## src/rtl/blink_pkg.sv

```systemverilog
// Shared mode encoding and reset defaults for the multi-channel LED blinker.
// Pure declarations: no latency, no flow control.
package blink_pkg;

  typedef enum logic [1:0] {
    MODE_OFF   = 2'd0,
    MODE_ON    = 2'd1,
    MODE_BLINK = 2'd2,
    MODE_PWM   = 2'd3
  } mode_t;

  localparam mode_t RST_MODE = MODE_OFF;
  localparam logic  RST_LED  = 1'b0;
  localparam logic  RST_ERR  = 1'b0;

endpackage

```

## src/rtl/blink_channel.sv

```systemverilog
// One LED channel: mode/arg/phase registers and a registered LED output.
// Load at edge k shows on the LED at edge k+1; always accepts a load.
module blink_channel
  import blink_pkg::*;
#(
  parameter int CNT_W = 24,
  parameter int PWM_W = 8
) (
  input  logic             clk,
  input  logic             rst,
  input  logic             i_load,
  input  logic             i_clear,
  input  mode_t            i_mode,
  input  logic [PWM_W-1:0] i_arg,
  output logic             o_led
);

  localparam int TAP_W = $clog2(CNT_W);

  mode_t            r_mode;
  logic [PWM_W-1:0] r_arg;
  logic [CNT_W-1:0] r_phase;
  logic             r_led;

  logic [31:0]      w_arg32;
  logic [TAP_W-1:0] w_tap;
  logic             w_led_nxt;

  // Out-of-range taps saturate to the counter MSB instead of aliasing.
  assign w_arg32 = 32'(r_arg);
  assign w_tap   = (w_arg32 > 32'(CNT_W - 1)) ? TAP_W'(CNT_W - 1) : TAP_W'(w_arg32);

  always_comb begin
    w_led_nxt = RST_LED;
    case (r_mode)
      MODE_OFF:   w_led_nxt = 1'b0;
      MODE_ON:    w_led_nxt = 1'b1;
      MODE_BLINK: w_led_nxt = r_phase[w_tap];
      MODE_PWM:   w_led_nxt = (r_phase[PWM_W-1:0] < r_arg);
      default:    w_led_nxt = 1'b0;
    endcase
  end

  always_ff @(posedge clk) begin
    if (rst) begin
      r_mode  <= RST_MODE;
      r_arg   <= '0;
      r_phase <= '0;
      r_led   <= RST_LED;
    end else begin
      if (i_load) begin
        r_mode <= i_mode;
        r_arg  <= i_arg;
      end
      if (i_load || i_clear) r_phase <= '0;
      else                   r_phase <= r_phase + CNT_W'(1);
      r_led <= w_led_nxt;
    end
  end

  assign o_led = r_led;

endmodule

```

## src/rtl/blink_multi.sv

```systemverilog
// NUM_CH LED channels configured through a write port; sync_all realigns every phase.
// Write at edge k affects led at edge k+1; cfg_ready is high whenever out of reset.
module blink_multi
  import blink_pkg::*;
#(
  parameter  int NUM_CH = 4,
  parameter  int CNT_W  = 24,
  parameter  int PWM_W  = 8,
  localparam int CH_W   = (NUM_CH > 1) ? $clog2(NUM_CH) : 1
) (
  input  logic              clk_12mhz,
  input  logic              rst,
  input  logic              cfg_valid,
  output logic              cfg_ready,
  input  logic [CH_W-1:0]   cfg_ch,
  input  logic [1:0]        cfg_mode,
  input  logic [PWM_W-1:0]  cfg_arg,
  output logic              cfg_err,
  input  logic              sync_all,
  output logic [NUM_CH-1:0] led
);

  logic w_accept;
  logic w_in_range;
  logic r_err;

  assign cfg_ready  = ~rst;
  assign w_accept   = cfg_valid && cfg_ready;
  assign w_in_range = (32'(cfg_ch) < 32'(NUM_CH));

  always_ff @(posedge clk_12mhz) begin
    if (rst) r_err <= RST_ERR;
    else     r_err <= w_accept && !w_in_range;
  end

  assign cfg_err = r_err;

  for (genvar g = 0; g < NUM_CH; g++) begin : g_ch
    logic w_load;
    assign w_load = w_accept && w_in_range && (cfg_ch == CH_W'(g));

    blink_channel #(
      .CNT_W (CNT_W),
      .PWM_W (PWM_W)
    ) u_ch (
      .clk     (clk_12mhz),
      .rst     (rst),
      .i_load  (w_load),
      .i_clear (sync_all),
      .i_mode  (mode_t'(cfg_mode)),
      .i_arg   (cfg_arg),
      .o_led   (led[g])
    );
  end

endmodule

```

## config.mk

```make
export PLATFORM = sky130hd
export DESIGN_NAME = blink_multi
export DESIGN_NICKNAME = d
export VERILOG_FILES = /design/src/rtl/blink_pkg.sv /design/src/rtl/blink_channel.sv /design/src/rtl/blink_multi.sv
export SDC_FILE = /design/constraint.sdc
export NUM_CORES = 1
export LEC_CHECK = 0
export ABC_AREA = 1
export CELL_PAD_IN_SITES_DETAIL_PLACEMENT = 1
export CELL_PAD_IN_SITES_GLOBAL_PLACEMENT = 2
export CORE_UTILIZATION = 35
export DETAILED_ROUTE_END_ITERATION = 12
export GPL_ROUTABILITY_DRIVEN = 0
export PLACE_DENSITY_LB_ADDON = 0.1
export SLEW_MARGIN = 15
export SYNTH_ARGS = -nofsm -noshare
export SYNTH_HDL_FRONTEND = slang
export SYNTH_SLANG_ARGS = --single-unit
```

## constraint.sdc

```tcl
create_clock -name clk_12mhz -period 2.1 [get_ports clk_12mhz]
set_input_delay 0.315 -clock clk_12mhz [delete_from_list [all_inputs] [get_ports clk_12mhz]]
set_output_delay 0.315 -clock clk_12mhz [all_outputs]
set_load 0.02 [all_outputs]
```

---- Yosys cells after proc, flatten, opt, wreduce, memory -nomap -nowiden ----
Cells that the tools add are included.
cells by class
  $add $sub $neg .......................... 4
  order comparisons ....................... 12
  eq/ne operators ......................... 15
  multiplexer cells ....................... 16
  bitwise gates (word level) .............. 1
  reduce and logical (&&, ||, !) cells .... 18
operators by type and width
  cell                   count
  $add 24x1->24 const B  4
  $gt 8x5->1 const B     4
  $lt 8x8->1             4
  $lt 5x6->1 const B     4
  $bmux 1 s5             4
  $eq 2x2->1 const B     10
  $mux 5                 4
  $pmux 1 s4             4
  $eq 2x1->1 const B     5
  $logic_not 2->1        5
  $reduce_or 2->1        4
  $logic_and 1x1->1      5
  $logic_or 1x1->1       4
  $mux 1                 4
  $not 1->1              1
storage, ports and cells
  bits in registers ....................... 140
  bits of input ports ..................... 16
  logic and storage cells ................. 82

---- Longest topological paths before layout ----
Gate-level depths: netlist (run 1).
  depth after elaboration ................. 5
  depth in mapped cells ................... 12
  mapped depth without buffers ............ 12

---- By module ----
Synthesis (run 1) repeated with hierarchy kept, for this count alone.
unflattened totals
  cells, all modules ...................... 1122
  area, all modules ....................... 8036.5 um2
modules (own cells, without submodules)
  module         times used  cells an instance  area an instance (um2)  seq. area each (um2)
  blink_channel  4           277                1994.4                  700.7
  blink_multi    1           14                 58.8                    0.0

---- Least setup slack after synthesis (run 1) ----
Ideal clock, no wire load.
  kind .................................... register -> register
  start point ............................. reg g_ch[0].u_ch.r_phase[0]
  end point ............................... reg g_ch[0].u_ch.r_phase[20]
  library setup time ...................... 62 ps
  arrival ................................. 1664 ps
  setup slack ............................. 374 ps
  stages on the path, launching flop included .. 12
  cell sequence ........................... dfxtp_1 -> ha_1 -> nand2_2 -> nor2_4 -> nand4_2 -> or2_4 -> nor3_4 -> nand2_2 -> nor2_2 -> xor2_1 -> inv_1 -> nor2_2
between the ends
  cells in the longest elaborated chain, start to end .. 1
ends and longest elaborated chain
  element                   RTL line             text
  start: declaration        blink_channel.sv:22  logic [CNT_W-1:0] r_phase;
  start signal: assignment  blink_channel.sv:56  else r_phase <= r_phase + CNT_W'(1);
  $add 24x1->24             blink_channel.sv:56
Every way passes these cells.
A chain may end at the register's enable or synchronous reset.

---- Worst setup path after layout (run 1) ----
  start point ............................. reg g_ch[1].u_ch.r_phase[1]
  end point ............................... reg g_ch[1].u_ch.r_phase[18]
between the ends
  cells in the longest elaborated chain, start to end .. 1
ends and longest elaborated chain
  element                   RTL line
  start: declaration        blink_channel.sv:22
  start signal: assignment  blink_channel.sv:56
  $add 24x1->24             blink_channel.sv:56
Every way passes these cells.

==> out/summary.md, run 1 <==
## Outcome
* **result of the run** finished with violations
* **violated checks** design-rule violations

## Setup path
* **delay of the slowest critical-path stage** 390 ps
* **data required time of the worst path** 2480 ps
* **arrival time of data at the critical path endpoint** 2340 ps
* **worst reg2reg startpoint** g_ch[1].u_ch.r_phase[1]
* **library cell contributing the largest single delay on the critical path** sky130_fd_sc_hd__dfxtp_1
* **Cell Chain, Critical Path** ha_1 > nand2_1 > nor2_4 > nand4_2 > nor2_4 > nand3_4 > nor2_4 > nand2_2 > nor2_2 > xor2_1 > inv_1 > nor2_1
* **crit path from** g_ch[1].u_ch.r_phase[1]
* **CP endpoint kind** flip-flop
* **slack of the worst reg-to-reg path** 140 ps
* **largest fanout on the critical path** 5
* **Startpoint Class** flip-flop
* **Critical Path Most Common Cell** sky130_fd_sc_hd__nor2_4
* **family with the most delay on the worst path** simple AND/OR/NAND/NOR gates
* **count of buffer and inverter cells on the critical path** 1
* **CP Class** reg -> reg

## Power and ir drop
* **static leakage** 0.00368 uW
* **switching pwr** 1770 uW
* **internal power** 4980 uW
* **ratio of total power to cell area** 711 mW/mm2
* **combinational share of power** 10.5%
* **post-layout power** 6740 uW
* **Clock Power Share** 49.2%
* **switch share** 26.2%
* **fraction of power consumed by sequential logic** 40.3%
* **maximum ir drop on the vdd rail** 457 uV

## Clocking
* **largest buffer count on any clock path** 2
* **clock latency of the later-clocked register in the worst-skew pair** 440 ps
* **CTS sink cnt** 140
* **CTS clock-pin slew for the worst setup and hold paths** 70 ps
* **CTS H-tree depth** 4
* **CTS buffer count** 17
* **clock tree from TritonCTS** done
* **root buffer cell** sky130_fd_sc_hd__clkbuf_16

## Synthesis
* **Syn Std Cell Area** 0.00788 mm2
* **share of the yosys chip area belonging to registers** 35.5%
* **ys flop type** sky130_fd_sc_hd__dfxtp_1
* **xor and xnor area share after synthesis** 1.89%
* **number of instances in the synthesized netlist** 1157
* **count of synthesis-stage warnings from yosys** 0
* **Post-Synth Simple-Gate Area** 32.2%
* **compound-gate portion of the synthesized area** 14.7%
* **combinational family with the most area after synthesis** simple AND/OR/NAND/NOR gates
* **post-synthesis mux area share** 0%
* **Mapped Nets** 1205
* **async set-reset flop share out of synthesis** 0%
* **EDFF count, synth** 0
* **cell accounting for the most synthesized area** sky130_fd_sc_hd__dfxtp_1
* **leading cell types by total area after synthesis** sky130_fd_sc_hd__dfxtp_1, sky130_fd_sc_hd__nand2_1, sky130_fd_sc_hd__inv_1
* **Yosys top cell area share** 35.5%
* **count of distinct cell types in the synthesized netlist** 41
* **Seq cells post-synth** 140
* **mean cell area of the mapped netlist** 6.81 um2
* **post-synthesis adder-cell area fraction** 5.08%

## Placed design
* **post-placement cell area** 0.00871 mm2
* **count of placed standard cells including taps** 1481
* **count of buffers from port buffering** 20
* **half-perimeter wire length after detailed placement** 17500 um

## Global route
* **maximum number of pins on one net before global-route repair** 28
* **number of global-route vias before repair** 7685
* **antenna violations before repair** 0
* **overall track demand over capacity in global routing** 21.0%
* **total grt overflow** 0
* **global-route wire length before repair** 38700 um

## Drt
* **routed wire length** 23200 um
* **DRT Pass-1 Iters** 8
* **via total after detailed routing** 7489
* **wire length per cell after detailed routing** 15.3 um
* **remaining design rule violation count** 2
* **vias per std cell** 4.93
* **drt initial violations** 221
* **count of antenna-violating nets left after detailed routing** 0

## Run
* **max_cap viols** 0

## STA
* **Final setup violation count** 0
* **final hold vios** 0
* **achievable clock frequency** 0.511 GHz
* **minimum period implied by the final worst setup slack** 1960 ps
* **worst setup skew after layout** 9.44 ps
* **number of pins exceeding their max-slew limit in the final report** 0
* **Hold Worst Slack** 439 ps
* **unrepaired setup endpoints after global routing** true
* **fin crit share** 93.1%

## Min path
* **beginning of the worst hold path** g_ch[0].u_ch.r_phase[0]
* **worst min path class** reg -> reg

## Floorplan
* **starting utilization of the core area** 35.9%
* **standard cell core area** 0.0220 mm2
* **number of top-level pins** 22
* **Vert. Die Dim** 152 um
* **Row Count** 54
* **Die Area** 0.0231 mm2
* **die boundary width** 152 um

## Cells and area
* **net count of the finished layout** 1273
* **top library cells by usage in the layout, fill and taps aside** sky130_fd_sc_hd__nand2_1, sky130_fd_sc_hd__inv_1, sky130_fd_sc_hd__dfxtp_1, sky130_fd_sc_hd__a21oi_1, sky130_fd_sc_hd__nor2_1
* **final instance area** 0.00948 mm2
* **commonest non-fill, non-tap cell in the layout** sky130_fd_sc_hd__nand2_1
* **Area growth syn-to-layout** 20.3%
* **share of final-layout standard cells stronger than drive strength 1** 12.9%
* **Cell Count, Final, Fillers Out** 1518
* **core utilization of the finished layout** 43.2%
* **number of diodes** 0

==> cells in the mapped netlist (14+ instances only) <==
cell and n:
sky130_fd_sc_hd__a21oi_1 117, sky130_fd_sc_hd__nand2_1 202, sky130_fd_sc_hd__nor3b_1 14, sky130_fd_sc_hd__inv_1 183, sky130_fd_sc_hd__dfxtp_1 140, sky130_fd_sc_hd__nand3_1 83, sky130_fd_sc_hd__nand4_1 18, sky130_fd_sc_hd__ha_1 32
sky130_fd_sc_hd__nor2_2 17, sky130_fd_sc_hd__nor3_1 30, sky130_fd_sc_hd__nor2_1 115, sky130_fd_sc_hd__o21ai_0 97
==> power by group through the flow <==
stage | Clock (uW) | Combinational, uW | Sequential, uW
3_5_place_dp | 0 | 705 | 2780
6_report | 3320 | 706 | 2720
4_1_cts | 3400 | 713 | 2720
5_1_grt | 3490 | 808 | 2720
3_3_place_gp | 0 | 700 | 2780
2_1_floorplan | 0 | 430 | 2770
==> flip-flops by register name (all words and copies together), names as in the netlist <==
name,flops
g_ch.u_ch.o_led,4
g_ch.u_ch.r_phase,96
g_ch.u_ch.r_mode,8
g_ch.u_ch.r_arg,32
==> worst paths after layout <==
| path | depth (start not counted) | end |
|---|---|---|
| min | 1 | g_ch[0].u_ch.r_phase[0] |
| max reg2reg | 12 | g_ch[1].u_ch.r_phase[18] |
| min reg2reg | 1 | g_ch[0].u_ch.r_phase[0] |
| max | 12 | g_ch[1].u_ch.r_phase[18] |
==> logic make-up after synthesis <==
| group | Yosys count |
|---|---|
| AND/OR/NAND/NOR | 528 |
| adder cells (fa/ha/maj) | 32 |
| other | 1 |
| flip-flops | 140 |
| buffers and inverters | 214 |
| XOR/XNOR | 17 |
| AO/OA/AOI/OAI | 225 |
==> layout make-up <==
cell class | count | area, um2
Clock buffer | 18 | 439
Clock inverter | 14 | 193
Fill cell | 2839 | 12500
Inverter | 192 | 721
Multi-Input combinational cell | 803 | 4340
Sequential cell | 140 | 2820
Tap cell | 280 | 350
Timing Repair Buffer | 71 | 621
==> layer usage <==
layer	global-route usage, %	part of all wire (%)	up-vias	wire, um
li1	-	-	3901	-
met1	27.6	50	3520	11600
met2	35.2	46	48	10700
met3	3.76	2.2	20	513
met4	6.22	1.3	0	297
met5	0	0	-	0
==> repair_timing <==
item / CTS / global route
buffers inserted: 0 / 5
hold buffers: 0 / 0
resized for setup: 0 / 30
endpoints found under the setup margin: 0 / 21
endpoints found under the hold margin: 0 / 0
==> through the flow <==
step / TNS (ps) / worst slack [ps]
after global routing: -139 / -71.9
after detailed placement: 0 / 21.9
after global placement: 0 / 36.2
after floorplan: 0 / 374
final: 0 / 144
after CTS: 0 / 26.2
Power figures use the tool's default switching activity.
==> inputs of run 2 (changes only) <==
Settings changed: SLEW_MARGIN 15 to 10.
==> results of run 2 <==
No change in the layout: final DEF, timing and power equal those of run 1.
==> inputs of run 3 (changes only) <==
Settings changed: CAP_MARGIN set to 0, CORE_UTILIZATION 35 to 37, CTS_BUF_LIST set to sky130_fd_sc_hd__clkbuf_8.
==> out/summary.md, run 3 (synthesis gave the netlist of run 1 again) <==
## Cells and area
* **number of diodes** 0, unchanged
* **top flop regs** g_ch.u_ch.r_phase (96), g_ch.u_ch.r_arg (32), g_ch.u_ch.r_mode (8)
* **Area growth syn-to-layout** 17.1%
* **commonest non-fill, non-tap cell in the layout** sky130_fd_sc_hd__nand2_1
* **largest register by flop count** g_ch.u_ch.r_phase
* **share of final-layout standard cells stronger than drive strength 1** 11.9%, -1.0 points
* **net count of the finished layout** 1272, -0.079%
* **final instance area** 0.00924 mm2, -2.6%
* **max FFs per register** 96, unchanged
* **Cell Count, Final, Fillers Out** 1512, -0.40%
* **top library cells by usage in the layout, fill and taps aside** sky130_fd_sc_hd__nand2_1, sky130_fd_sc_hd__inv_1, sky130_fd_sc_hd__dfxtp_1, sky130_fd_sc_hd__a21oi_1, sky130_fd_sc_hd__nor2_1

## Power and ir drop
* **combinational share of power** 12.0%, +1.5 points
* **switching pwr** 1560 uW, -12%
* **switch share** 26.2%, about the same
* **post-layout power** 5950 uW, -12%
* **static leakage** 0.00361 uW, -2.0%
* **Clock Power Share** 42.4%, -6.8 points
* **fraction of power consumed by sequential logic** 45.7%, +5.4 points
* **maximum ir drop on the vdd rail** 358 uV, -22%
* **internal power** 4390 uW, -12%
* **ratio of total power to cell area** 644 mW/mm2, -9.4%

## Drt
* **top routing layer used** met4
* **wire length per cell after detailed routing** 15.1 um, -1.2%
* **met2 wirelength from detailed routing** 10600 um, -1.2%
* **routed wire length** 22800 um, -1.6%
* **via total after detailed routing** 7457, -0.43%
* **count of antenna-violating nets left after detailed routing** 0, unchanged
* **wl on met1** 11600 um, about the same
* **vias per std cell** 4.93, about the same
* **remaining design rule violation count** 0, -2
* **drt initial violations** 361, +63%
* **Met3 Routed Length** 418 um, -19%
* **DRT Pass-1 Iters** 4, -4

## STA
* **achievable clock frequency** 0.513 GHz, +0.29%
* **setup TNS** 0 ps, unchanged
* **Final setup violation count** 0, unchanged
* **worst setup skew after layout** 12.4 ps, +2.96 ps
* **final hold vios** 0, unchanged
* **number of pins exceeding their max-slew limit in the final report** 0, unchanged
* **fin crit share** 92.9%, -0.27 points
* **minimum period implied by the final worst setup slack** 1950 ps, -5.65 ps

## Setup path
* **Startpoint Class** flip-flop
* **largest fanout on the critical path** 5, unchanged
* **arrival time of data at the critical path endpoint** 2350 ps, about the same
* **crit path from** g_ch[2].u_ch.r_phase[1]
* **CP Class** reg -> reg
* **data required time of the worst path** 2500 ps, +20 ps
* **Worst Reg2Reg Path Length in Cells** 12, unchanged
* **CP endpoint kind** flip-flop
* **worst reg2reg startpoint** g_ch[2].u_ch.r_phase[1]

## Placed design
* **half-perimeter wire length after detailed placement** 17500 um, about the same
* **count of buffers from port buffering** 20, unchanged
* **post-placement cell area** 0.00872 mm2, +0.10%
* **count of placed standard cells including taps** 1478, -0.20%

## Clocking
* **root buffer cell** sky130_fd_sc_hd__clkbuf_8
* **CTS sink cnt** 140, unchanged
* **CTS buffer count** 17, unchanged
* **largest buffer count on any clock path** 2, unchanged
* **CTS clock-pin slew for the worst setup and hold paths** 80 ps, about the same
* **CTS H-tree depth** 4, unchanged
* **clock tree from TritonCTS** done
* **clock latency of the later-clocked register in the worst-skew pair** 460 ps, +20 ps

## Floorplan
* **starting utilization of the core area** 37.6%, +1.7 points
* **Die Area** 0.0219 mm2, -5.3%
* **Vert. Die Dim** 148 um, -2.7%
* **number of top-level pins** 22, unchanged
* **die boundary width** 148 um, -2.7%
* **Row Count** 53, -1.9%
* **standard cell core area** 0.0210 mm2, -4.6%

## Min path
* **worst min path class** reg -> reg
* **instance count along the most critical hold path** 1, unchanged
* **beginning of the worst hold path** g_ch[2].u_ch.r_phase[0]

## Global route
* **number of global-route vias before repair** 7576, -1.4%
* **total grt overflow** 0, unchanged
* **antenna violations before repair** 0, unchanged
* **overall track demand over capacity in global routing** 21.9%, +0.84 points
* **maximum number of pins on one net before global-route repair** 20, -29%
* **global-route wire length before repair** 37900 um, -1.9%

## Run
* **max_cap viols** 0, unchanged

## Outcome
* **result of the run** finished clean

## run 3: cell count changes in the layout (fill, tap and decap cells not counted), moves of 2 or more
cell and delta:
sky130_fd_sc_hd__clkinv_4 -2, sky130_fd_sc_hd__inv_6 -2, sky130_fd_sc_hd__inv_1 +4, sky130_fd_sc_hd__clkbuf_16 -17, sky130_fd_sc_hd__dfxtp_1 +3, sky130_fd_sc_hd__nor2_1 +2
sky130_fd_sc_hd__clkinvlp_4 -3, sky130_fd_sc_hd__clkbuf_8 +21, sky130_fd_sc_hd__dfxtp_4 -2
## run 3: cell type report
type	instances	area, um2
clock inverters	10	145
multi-input cells	803	4300
well taps	275	344
fillers	2747	11700
inverters	192	721
clock buffers	22	303
flip-flops and latches	140	2810
repair buffers	70	613
## run 3: metal layers
| metal | GRT usage (%) | vias to the layer above |
|---|---|---|
| met3 | 4.01 | 12 |
| met2 | 36.2 | 48 |
| met5 | 0 | - |
| li1 | - | 3899 |
| met4 | 4.79 | 0 |
| met1 | 29.4 | 3498 |
## run 3: critical path, cell delays in order, from the launching register on
cell,delay [ps]
sky130_fd_sc_hd__dfxtp_2,370
sky130_fd_sc_hd__ha_2,200
sky130_fd_sc_hd__nand2_2,90
sky130_fd_sc_hd__nor2_4,140
sky130_fd_sc_hd__nand2_4,80
sky130_fd_sc_hd__nor3_4,240
sky130_fd_sc_hd__nand3b_4,120
sky130_fd_sc_hd__nor2_4,180
sky130_fd_sc_hd__nand2_4,90
sky130_fd_sc_hd__nor2_2,90
sky130_fd_sc_hd__xor2_1,150
sky130_fd_sc_hd__inv_1,70
sky130_fd_sc_hd__nor2_2,70
## run 3: worst paths after layout
| check | endpoint | slack (ps) |
|---|---|---|
| setup / recovery | g_ch[2].u_ch.r_phase[20] | 150 |
| hold / removal | g_ch[2].u_ch.r_phase[0] | 460 |
| setup reg to reg | g_ch[2].u_ch.r_phase[20] | 150 |
| hold reg to reg | g_ch[2].u_ch.r_phase[0] | 460 |
## run 3: power groups by stage
stage	logic [uW]	registers [uW]	clock network (uW)
final	711	2720	2520
after global routing	810	2720	2700
after CTS	721	2720	2590
after detailed placement	712	2780	0
after global placement	702	2780	0
after floorplan	430	2770	0
## run 3: through the flow
step                      worst slack (ps)  util (%)  hold slack, ps
after floorplan                        374         -             384
after global placement                94.1      41.6             456
after detailed placement              60.2      41.6             467
after CTS                             48.2      43.7             478
after global routing                 -14.0      44.1             466
final                                  150      44.1             456
## run 3: what timing repair did
action	in CTS	in global routing
setup buffers	0	2
setup endpoints to repair	0	14
hold buffers	0	0
resized for setup	0	17
